[config.mk]
export PLATFORM = sky130hd
export DESIGN_NAME = multicycle_cpu
export DESIGN_NICKNAME = d
export VERILOG_FILES = /design/src/rtl/cpu_pkg.sv /design/src/rtl/multicycle_ctrl.sv /design/src/rtl/multicycle_cpu.sv
export SDC_FILE = /design/constraint.sdc
export NUM_CORES = 2
export LEC_CHECK = 0
export ABC_CLOCK_PERIOD_IN_PS = 5900
export CORE_UTILIZATION = 35
export DETAILED_ROUTE_END_ITERATION = 12
export DONT_BUFFER_PORTS = 1
export PLACE_DENSITY = 0.6
export SYNTH_ARGS = -nofsm -noshare
export SYNTH_HDL_FRONTEND = slang
export SYNTH_SLANG_ARGS = --single-unit
[constraint.sdc]
create_clock -name clk_i -period 5.9 [get_ports clk_i]
set_input_delay 0.295 -clock clk_i [delete_from_list [all_inputs] [get_ports clk_i]]
set_output_delay 0.295 -clock clk_i [all_outputs]
set_load 0.05 [all_outputs]
[src/rtl/cpu_pkg.sv]
// ============================================================================
// Module      : cpu_pkg
// Description : Opcodes, funct codes, FSM states and ALU helper shared by
//               the multi-cycle MIPS-subset core.
// Revision    : 1.0 - initial release
// ============================================================================
`default_nettype none

package cpu_pkg;

  localparam logic [5:0] c_OP_RTYPE = 6'd0;
  localparam logic [5:0] c_OP_J     = 6'd2;
  localparam logic [5:0] c_OP_BEQ   = 6'd4;
  localparam logic [5:0] c_OP_BNE   = 6'd5;
  localparam logic [5:0] c_OP_ADDI  = 6'd8;
  localparam logic [5:0] c_OP_SLTI  = 6'd10;
  localparam logic [5:0] c_OP_LW    = 6'd35;
  localparam logic [5:0] c_OP_SW    = 6'd43;

  localparam logic [5:0] c_FN_ADD = 6'd32;
  localparam logic [5:0] c_FN_SUB = 6'd34;
  localparam logic [5:0] c_FN_AND = 6'd36;
  localparam logic [5:0] c_FN_OR  = 6'd37;
  localparam logic [5:0] c_FN_SLT = 6'd42;

  typedef enum logic [2:0] {
    S_FETCH  = 3'd0,
    S_DECODE = 3'd1,
    S_EXEC   = 3'd2,
    S_MEM    = 3'd3,
    S_WB     = 3'd4,
    S_HALT   = 3'd5
  } state_t;

  typedef enum logic [2:0] {
    ALU_AND = 3'd0,
    ALU_OR  = 3'd1,
    ALU_ADD = 3'd2,
    ALU_SUB = 3'd6,
    ALU_SLT = 3'd7
  } alu_op_t;

  typedef enum logic [1:0] {
    PC_SEQ    = 2'd0,
    PC_BRANCH = 2'd1,
    PC_JUMP   = 2'd2
  } pc_sel_t;

  function automatic logic [31:0] f_alu(input alu_op_t i_op, input logic [31:0] i_a,
                                        input logic [31:0] i_b);
    logic [31:0] y;
    case (i_op)
      ALU_AND: y = i_a & i_b;
      ALU_OR:  y = i_a | i_b;
      ALU_ADD: y = i_a + i_b;
      ALU_SUB: y = i_a - i_b;
      ALU_SLT: y = {31'd0, $signed(i_a) < $signed(i_b)};
      default: y = '0;
    endcase
    return y;
  endfunction

endpackage

`default_nettype wire

[src/rtl/multicycle_ctrl.sv]
// ============================================================================
// Module      : multicycle_ctrl
// Description : Next-state and datapath control decode for the multi-cycle core.
// Revision    : 1.0 - initial release
// ============================================================================
`default_nettype none

module multicycle_ctrl
  import cpu_pkg::*;
(
  input  state_t     i_state,
  input  logic [5:0] i_opcode,
  input  logic [5:0] i_funct,
  input  logic       i_zero,
  input  logic       i_aligned,
  input  logic       i_mem_ack,
  output state_t     o_next_state,
  output logic       o_ir_we,
  output logic       o_ab_we,
  output logic       o_alu_out_we,
  output logic       o_alu_src_imm,
  output alu_op_t    o_alu_op,
  output logic       o_pc_we,
  output pc_sel_t    o_pc_sel,
  output logic       o_mdr_we,
  output logic       o_rf_we,
  output logic       o_rf_dst_rd,
  output logic       o_rf_src_mem,
  output logic       o_mem_req,
  output logic       o_mem_we,
  output logic       o_retire,
  output logic       o_halt
);

  logic    w_legal;
  logic    w_funct_ok;
  alu_op_t w_funct_op;

  always_comb begin
    w_funct_ok = 1'b1;
    w_funct_op = ALU_ADD;
    w_legal    = 1'b0;
    case (i_funct)
      c_FN_ADD: w_funct_op = ALU_ADD;
      c_FN_SUB: w_funct_op = ALU_SUB;
      c_FN_AND: w_funct_op = ALU_AND;
      c_FN_OR:  w_funct_op = ALU_OR;
      c_FN_SLT: w_funct_op = ALU_SLT;
      default:  w_funct_ok = 1'b0;
    endcase
    case (i_opcode)
      c_OP_RTYPE: w_legal = w_funct_ok;
      c_OP_J, c_OP_BEQ, c_OP_BNE, c_OP_ADDI,
      c_OP_SLTI, c_OP_LW, c_OP_SW: w_legal = 1'b1;
      default: w_legal = 1'b0;
    endcase
  end

  always_comb begin
    o_next_state  = i_state;
    o_ir_we       = 1'b0;
    o_ab_we       = 1'b0;
    o_alu_out_we  = 1'b0;
    o_alu_src_imm = 1'b0;
    o_alu_op      = ALU_ADD;
    o_pc_we       = 1'b0;
    o_pc_sel      = PC_SEQ;
    o_mdr_we      = 1'b0;
    o_rf_we       = 1'b0;
    o_rf_dst_rd   = 1'b0;
    o_rf_src_mem  = 1'b0;
    o_mem_req     = 1'b0;
    o_mem_we      = 1'b0;
    o_retire      = 1'b0;
    o_halt        = 1'b0;
    case (i_state)
      S_FETCH: begin
        o_mem_req = 1'b1;
        if (i_mem_ack) begin
          o_ir_we      = 1'b1;
          o_next_state = S_DECODE;
        end
      end
      S_DECODE: begin
        o_ab_we = 1'b1;
        if (i_opcode == c_OP_J) begin
          o_pc_we      = 1'b1;
          o_pc_sel     = PC_JUMP;
          o_retire     = 1'b1;
          o_next_state = S_FETCH;
        end else if (!w_legal) begin
          o_next_state = S_HALT;
        end else begin
          o_next_state = S_EXEC;
        end
      end
      S_EXEC: begin
        o_alu_out_we = 1'b1;
        case (i_opcode)
          c_OP_RTYPE: begin
            o_alu_op     = w_funct_op;
            o_next_state = S_WB;
          end
          c_OP_ADDI, c_OP_SLTI: begin
            o_alu_src_imm = 1'b1;
            o_alu_op      = (i_opcode == c_OP_SLTI) ? ALU_SLT : ALU_ADD;
            o_next_state  = S_WB;
          end
          c_OP_BEQ, c_OP_BNE: begin
            o_alu_op     = ALU_SUB;
            o_pc_we      = 1'b1;
            o_pc_sel     = ((i_opcode == c_OP_BEQ) == i_zero) ? PC_BRANCH : PC_SEQ;
            o_retire     = 1'b1;
            o_next_state = S_FETCH;
          end
          default: begin
            // Only lw/sw reach here; a misaligned address faults before any request.
            o_alu_src_imm = 1'b1;
            o_next_state  = i_aligned ? S_MEM : S_HALT;
          end
        endcase
      end
      S_MEM: begin
        o_mem_req = 1'b1;
        o_mem_we  = (i_opcode == c_OP_SW);
        if (i_mem_ack) begin
          if (i_opcode == c_OP_SW) begin
            o_pc_we      = 1'b1;
            o_retire     = 1'b1;
            o_next_state = S_FETCH;
          end else begin
            o_mdr_we     = 1'b1;
            o_next_state = S_WB;
          end
        end
      end
      S_WB: begin
        o_rf_we      = 1'b1;
        o_rf_dst_rd  = (i_opcode == c_OP_RTYPE);
        o_rf_src_mem = (i_opcode == c_OP_LW);
        o_pc_we      = 1'b1;
        o_retire     = 1'b1;
        o_next_state = S_FETCH;
      end
      S_HALT: o_halt = 1'b1;
      default: o_next_state = S_HALT;
    endcase
  end

endmodule

`default_nettype wire

[src/rtl/multicycle_cpu.sv]
// ============================================================================
// Module      : multicycle_cpu
// Description : Multi-cycle MIPS-subset core with a shared req/ack memory port.
// Revision    : 1.0 - initial release
// ============================================================================
`default_nettype none

module multicycle_cpu
  import cpu_pkg::*;
#(
  parameter int                ADDR_W   = 32,
  parameter logic [ADDR_W-1:0] RESET_PC = '0
) (
  input  logic              clk_i,
  input  logic              rst_i,
  output logic              mem_req_o,
  output logic              mem_we_o,
  output logic [ADDR_W-1:0] mem_addr_o,
  output logic [31:0]       mem_wdata_o,
  input  logic [31:0]       mem_rdata_i,
  input  logic              mem_ack_i,
  output logic [ADDR_W-1:0] pc_o,
  output logic              retire_o,
  output logic              halt_o
);

  state_t            r_state, w_next_state;
  logic [ADDR_W-1:0] r_pc, r_pc4, w_pc_next, w_br_target, w_j_target;
  logic [31:0]       r_ir, r_a, r_b, r_alu_out, r_mdr;
  logic [31:0]       r_rf [0:31];
  logic [31:0]       w_simm, w_imm_sh, w_j_full, w_alu_b, w_alu_y, w_rf_wdata;
  logic [4:0]        w_rf_dst;
  logic [1:0]        w_addr_lo;

  logic    w_ir_we, w_ab_we, w_alu_out_we, w_alu_src_imm, w_pc_we, w_mdr_we;
  logic    w_rf_we, w_rf_dst_rd, w_rf_src_mem, w_mem_req, w_mem_we, w_retire, w_halt;
  alu_op_t w_alu_op;
  pc_sel_t w_pc_sel;

  multicycle_ctrl u_ctrl (
    .i_state       (r_state),
    .i_opcode      (r_ir[31:26]),
    .i_funct       (r_ir[5:0]),
    .i_zero        (r_a == r_b),
    .i_aligned     (w_addr_lo == 2'b00),
    .i_mem_ack     (mem_ack_i),
    .o_next_state  (w_next_state),
    .o_ir_we       (w_ir_we),
    .o_ab_we       (w_ab_we),
    .o_alu_out_we  (w_alu_out_we),
    .o_alu_src_imm (w_alu_src_imm),
    .o_alu_op      (w_alu_op),
    .o_pc_we       (w_pc_we),
    .o_pc_sel      (w_pc_sel),
    .o_mdr_we      (w_mdr_we),
    .o_rf_we       (w_rf_we),
    .o_rf_dst_rd   (w_rf_dst_rd),
    .o_rf_src_mem  (w_rf_src_mem),
    .o_mem_req     (w_mem_req),
    .o_mem_we      (w_mem_we),
    .o_retire      (w_retire),
    .o_halt        (w_halt)
  );

  assign w_simm      = {{16{r_ir[15]}}, r_ir[15:0]};
  assign w_imm_sh    = {w_simm[29:0], 2'b00};
  assign w_br_target = r_pc4 + w_imm_sh[ADDR_W-1:0];
  assign w_j_full    = {4'(r_pc4 >> 28), r_ir[25:0], 2'b00};
  assign w_j_target  = w_j_full[ADDR_W-1:0];
  assign w_addr_lo   = r_a[1:0] + w_simm[1:0];
  assign w_alu_b     = w_alu_src_imm ? w_simm : r_b;
  assign w_alu_y     = f_alu(w_alu_op, r_a, w_alu_b);
  assign w_rf_dst    = w_rf_dst_rd ? r_ir[15:11] : r_ir[20:16];
  assign w_rf_wdata  = w_rf_src_mem ? r_mdr : r_alu_out;

  always_comb begin
    case (w_pc_sel)
      PC_BRANCH: w_pc_next = w_br_target;
      PC_JUMP:   w_pc_next = w_j_target;
      default:   w_pc_next = r_pc4;
    endcase
  end

  // Reset gates the port combinationally so an in-flight request drops at once.
  assign mem_req_o   = rst_i & w_mem_req;
  assign mem_we_o    = mem_req_o & w_mem_we;
  assign mem_addr_o  = !mem_req_o ? '0 : ((r_state == S_FETCH) ? r_pc : r_alu_out[ADDR_W-1:0]);
  assign mem_wdata_o = mem_we_o ? r_b : '0;
  assign pc_o        = r_pc;
  assign retire_o    = w_retire;
  assign halt_o      = w_halt;

  always_ff @(posedge clk_i or negedge rst_i) begin
    if (!rst_i) begin
      r_state   <= S_FETCH;
      r_pc      <= RESET_PC;
      r_pc4     <= '0;
      r_ir      <= '0;
      r_a       <= '0;
      r_b       <= '0;
      r_alu_out <= '0;
      r_mdr     <= '0;
    end else begin
      r_state <= w_next_state;
      if (w_ir_we) begin
        r_ir  <= mem_rdata_i;
        r_pc4 <= r_pc + ADDR_W'(32'd4);
      end
      if (w_ab_we) begin
        r_a <= r_rf[r_ir[25:21]];
        r_b <= r_rf[r_ir[20:16]];
      end
      if (w_alu_out_we) r_alu_out <= w_alu_y;
      if (w_mdr_we)     r_mdr     <= mem_rdata_i;
      if (w_pc_we)      r_pc      <= w_pc_next;
    end
  end

  always_ff @(posedge clk_i or negedge rst_i) begin
    if (!rst_i) begin
      for (int i = 0; i < 32; i++) r_rf[i] <= '0;
    end else if (w_rf_we && (w_rf_dst != 5'd0)) begin
      r_rf[w_rf_dst] <= w_rf_wdata;
    end
  end

endmodule

`default_nettype wire

==> run metrics <==
outcome finished clean; share of layout cells above drive strength 1 0.189; hold-critical path depth 3; Overflow after GRT 0; dpl hpwl 150000 um; H-tree levels 4; synthesis-to-finish area growth 11.1%; Hold Buf Count CTS 36; clock-pin slew on the worst setup and hold paths 0.07 ns; final max-slew violation count 0; Worst Setup Start Kind register; share of the synthesized area in the top cell type 0.451; initial antenna violation count 9; crit path kind reg2reg; largest net degree at the start of global routing 230; Die W 447 um; HP Class in2reg; Synth Cell Area 69400 um2; number of synthesized register bits 1251; Yosys warnings 0; Hold Path Origin mem_ack_i; Tightest Pin Transition 1.25 ns; Post-synth ARST share 1.00; clock latency on the worst-skew pair 0.82 ns; global-route wire length before repair 348000 um; Lkg Pwr 0.0317 uW; Post-CTS Setup Inserts 0; endpoint type of the worst setup path register; FILL cells 18932; crit path DAT 6.08 ns; final hold viol count 0; Setup Viol. Count Final 0; Starting Density 0.352; post-synth net total 6610; clk buf depth 3; CTS tree yes; nets@finish 6335; vias per inst 5.87; FF-to-FF End r_alu_out[26]; Area contributors post-synth dfrtp_1 (45%), mux4_2 (21%), o21ai_0 (5.0%); wire per inst 26.4 um; Synth Flop Type dfrtp_1; Peak Freq 186 MHz; Slew headroom 0.170; power density over the cells 229 nW/um2; EDFF count, synth 0; Post-CTS Resized 0; GRT Util Overall 0.234; drt pass-1 iters 6; Total Routed Length 235000 um; IO buf count 0; vias 52213; Final Cycle Share 0.909; total clock sinks 1251; Reg-to-Reg Start r_state[0]; FF-to-FF setup slack 0.54 ns; die area 200000 um2; Mapped Cells 6422; RSZ-0062 raised after global routing false; post-route minimum period 5.36 ns; worst vdd ir 0.187 mV; Critical Path RT 6.62 ns; Setup Skew 0.0351 ns; vias in the first global route 51063; Core ar. 197000 um2; final worst slack 0.537 ns; num ports 135; area leader, netlist dfrtp_1; post-route design area 77200 um2; RD Place Congestion 0.964; hold path endpoint r_mdr[18]; crit-path max FO 17; setup TNS 0 ns; number of core rows 163; Netlist cell types 88; cell count of the worst reg-to-reg path 17; placed cell areas 72200 um2; Final ANT Viol Nets 0; post-synthesis average cell area 10.8 um2; DP Worst Slack 0.671 ns; Num CTS Buffers 138; DRC 0; Initial DRC Count 5927; sequential-to-total area share from yosys stat 0.451; max cap viols 0; Die H 447 um; Root Buffer Master clkbuf_16
power by group:
group	total (uW)	switching, uW	internal, uW	leakage (uW)
clock network	8840	3830	5010	0.00221
registers	8580	0	8580	0.0175
logic	220	189	30.8	0.0120
total	17600	4020	13600	0.0317
worst max path at each step:
stage                     from            end  cells after the start
global route        r_state[0]  r_alu_out[26]                     16
CTS                 r_state[0]  r_alu_out[26]                     16
finish              r_state[0]  r_alu_out[26]                     17
detailed placement  r_state[0]  r_alu_out[26]                     16
global placement    r_state[0]  r_alu_out[26]                     16
floorplan           r_state[1]  r_alu_out[30]                     19
worst max-delay path, cell delays in order (launching register included):
cell      delay [ns]
dfrtp_1         0.48
nand2b_1        0.23
nand2b_2        0.22
a31oi_2         0.89
nand2_1         0.12
buf_4           0.25
nand2_1         0.13
inv_1           0.08
ha_1            0.42
a21oi_1         0.10
o31ai_1         0.40
a22oi_1         0.23
a21boi_0        0.43
nor2_1          0.15
o311ai_0        0.57
a21oi_1         0.15
a31o_2          0.26
a31oi_1         0.15
kinds of logic (layout without fill, tap and decap cells):
| logic type | count (synthesis) | after routing | synth area share |
|---|---|---|---|
| and+or+nand+nor | 1754 | 1754 | 0.104 |
| AOI/OAI and AO/OA | 1605 | 1605 | 0.126 |
| DFF | 1251 | 1251 | 0.451 |
| muxes | 816 | 816 | 0.234 |
| buffers and inverters | 717 | 545 | 0.0412 |
| adders and majority gates | 153 | 153 | 0.0279 |
| xor gates and xnor gates | 126 | 126 | 0.0159 |
| other | 0 | 11 | 0 |
cell usage in the layout, fill, tap and decap left out, drive strengths merged, types with 7 or more instances in the layout:
cell type / instances
clkinvlp: 10
nor4: 17
and2: 43
a21o: 19
diode: 11
mux4: 640
dlygate4sd3: 35
clkinv: 24
nor2: 648
o211ai: 8
dfrtp: 1251
nand3: 53
a21oi: 670
bufinv: 7
and3: 12
nor2b: 15
o21a: 10
xnor2: 62
mux2: 69
nand2b: 15
o21bai: 14
ha: 150
nand2: 859
a221oi: 25
o221ai: 7
nand4: 20
xor2: 64
a211oi: 16
a221o: 18
buf: 157
o31ai: 11
o21ai: 708
a31oi: 20
nor3: 37
o22ai: 13
mux2i: 107
clkbuf: 190
inv: 122
final cells by class:
cell class                      count  area (um2)  area share
Clock inverter                     53         607     0.00786
Antenna cell                       11        27.5    0.000357
Multi-Input combinational cell   4454       35700       0.462
Inverter                          110         413     0.00535
Tap cell                         2640        3300      0.0428
Sequential cell                  1251       31300       0.406
Clock buffer                      190        3920      0.0508
Timing Repair Buffer              192        1880      0.0243
sequential cells by signal, indices dropped and copies added (netlist names):
register / cells
pc_o: 32
r_a: 32
r_alu_out: 32
r_b: 32
r_ir: 32
r_mdr: 32
r_pc4: 32
r_rf: 1024
r_state: 3
through the flow:
step	power, uW	std cells	utilization	hold slack, ns
6_report	17600	8901	0.391	0.0572
5_1_grt	18100	8894	0.391	0.0542
4_1_cts	17800	8890	0.391	0.0000941
3_5_place_dp	8920	8611	0.366	0.00885
3_3_place_gp	8910	8611	0.366	0.00890
2_1_floorplan	8740	6422	-	-0.000591
synth_stat cells, types with 5 or more instances:
library cell  number
a221o_1           18
o21ai_1            9
nand3b_1           6
a22oi_1            6
o21bai_1          14
buf_1             74
nor2b_1           15
nand2b_1          15
o31ai_1           11
dfrtp_1         1251
a21oi_1          669
nor2_1           647
o311ai_0           6
a211oi_1          16
mux2i_1          106
mux2_2            69
a31oi_1           20
a21o_1            18
o21a_1            10
o21ai_0          699
nand3_1           44
ha_1             150
o22ai_1           13
mux4_2           640
nand4_1           20
nor4_1            16
o211ai_1           7
xor2_1            64
clkbuf_1         407
and2_1            43
xnor2_1           62
nor3_1            37
o221ai_1           7
nand3_2            9
nand2_1          858
a221oi_1          25
and3_1            12
or4_1              5
o2111ai_1          5
buf_2            122
inv_1            108
routing by layer:
layer	routed length [um]	track usage
met5	0	0
met4	8070	0.0789
met3	19100	0.0394
met2	111000	0.376
met1	96800	0.321
No activity file was read; power rests on OpenSTA's default activity.
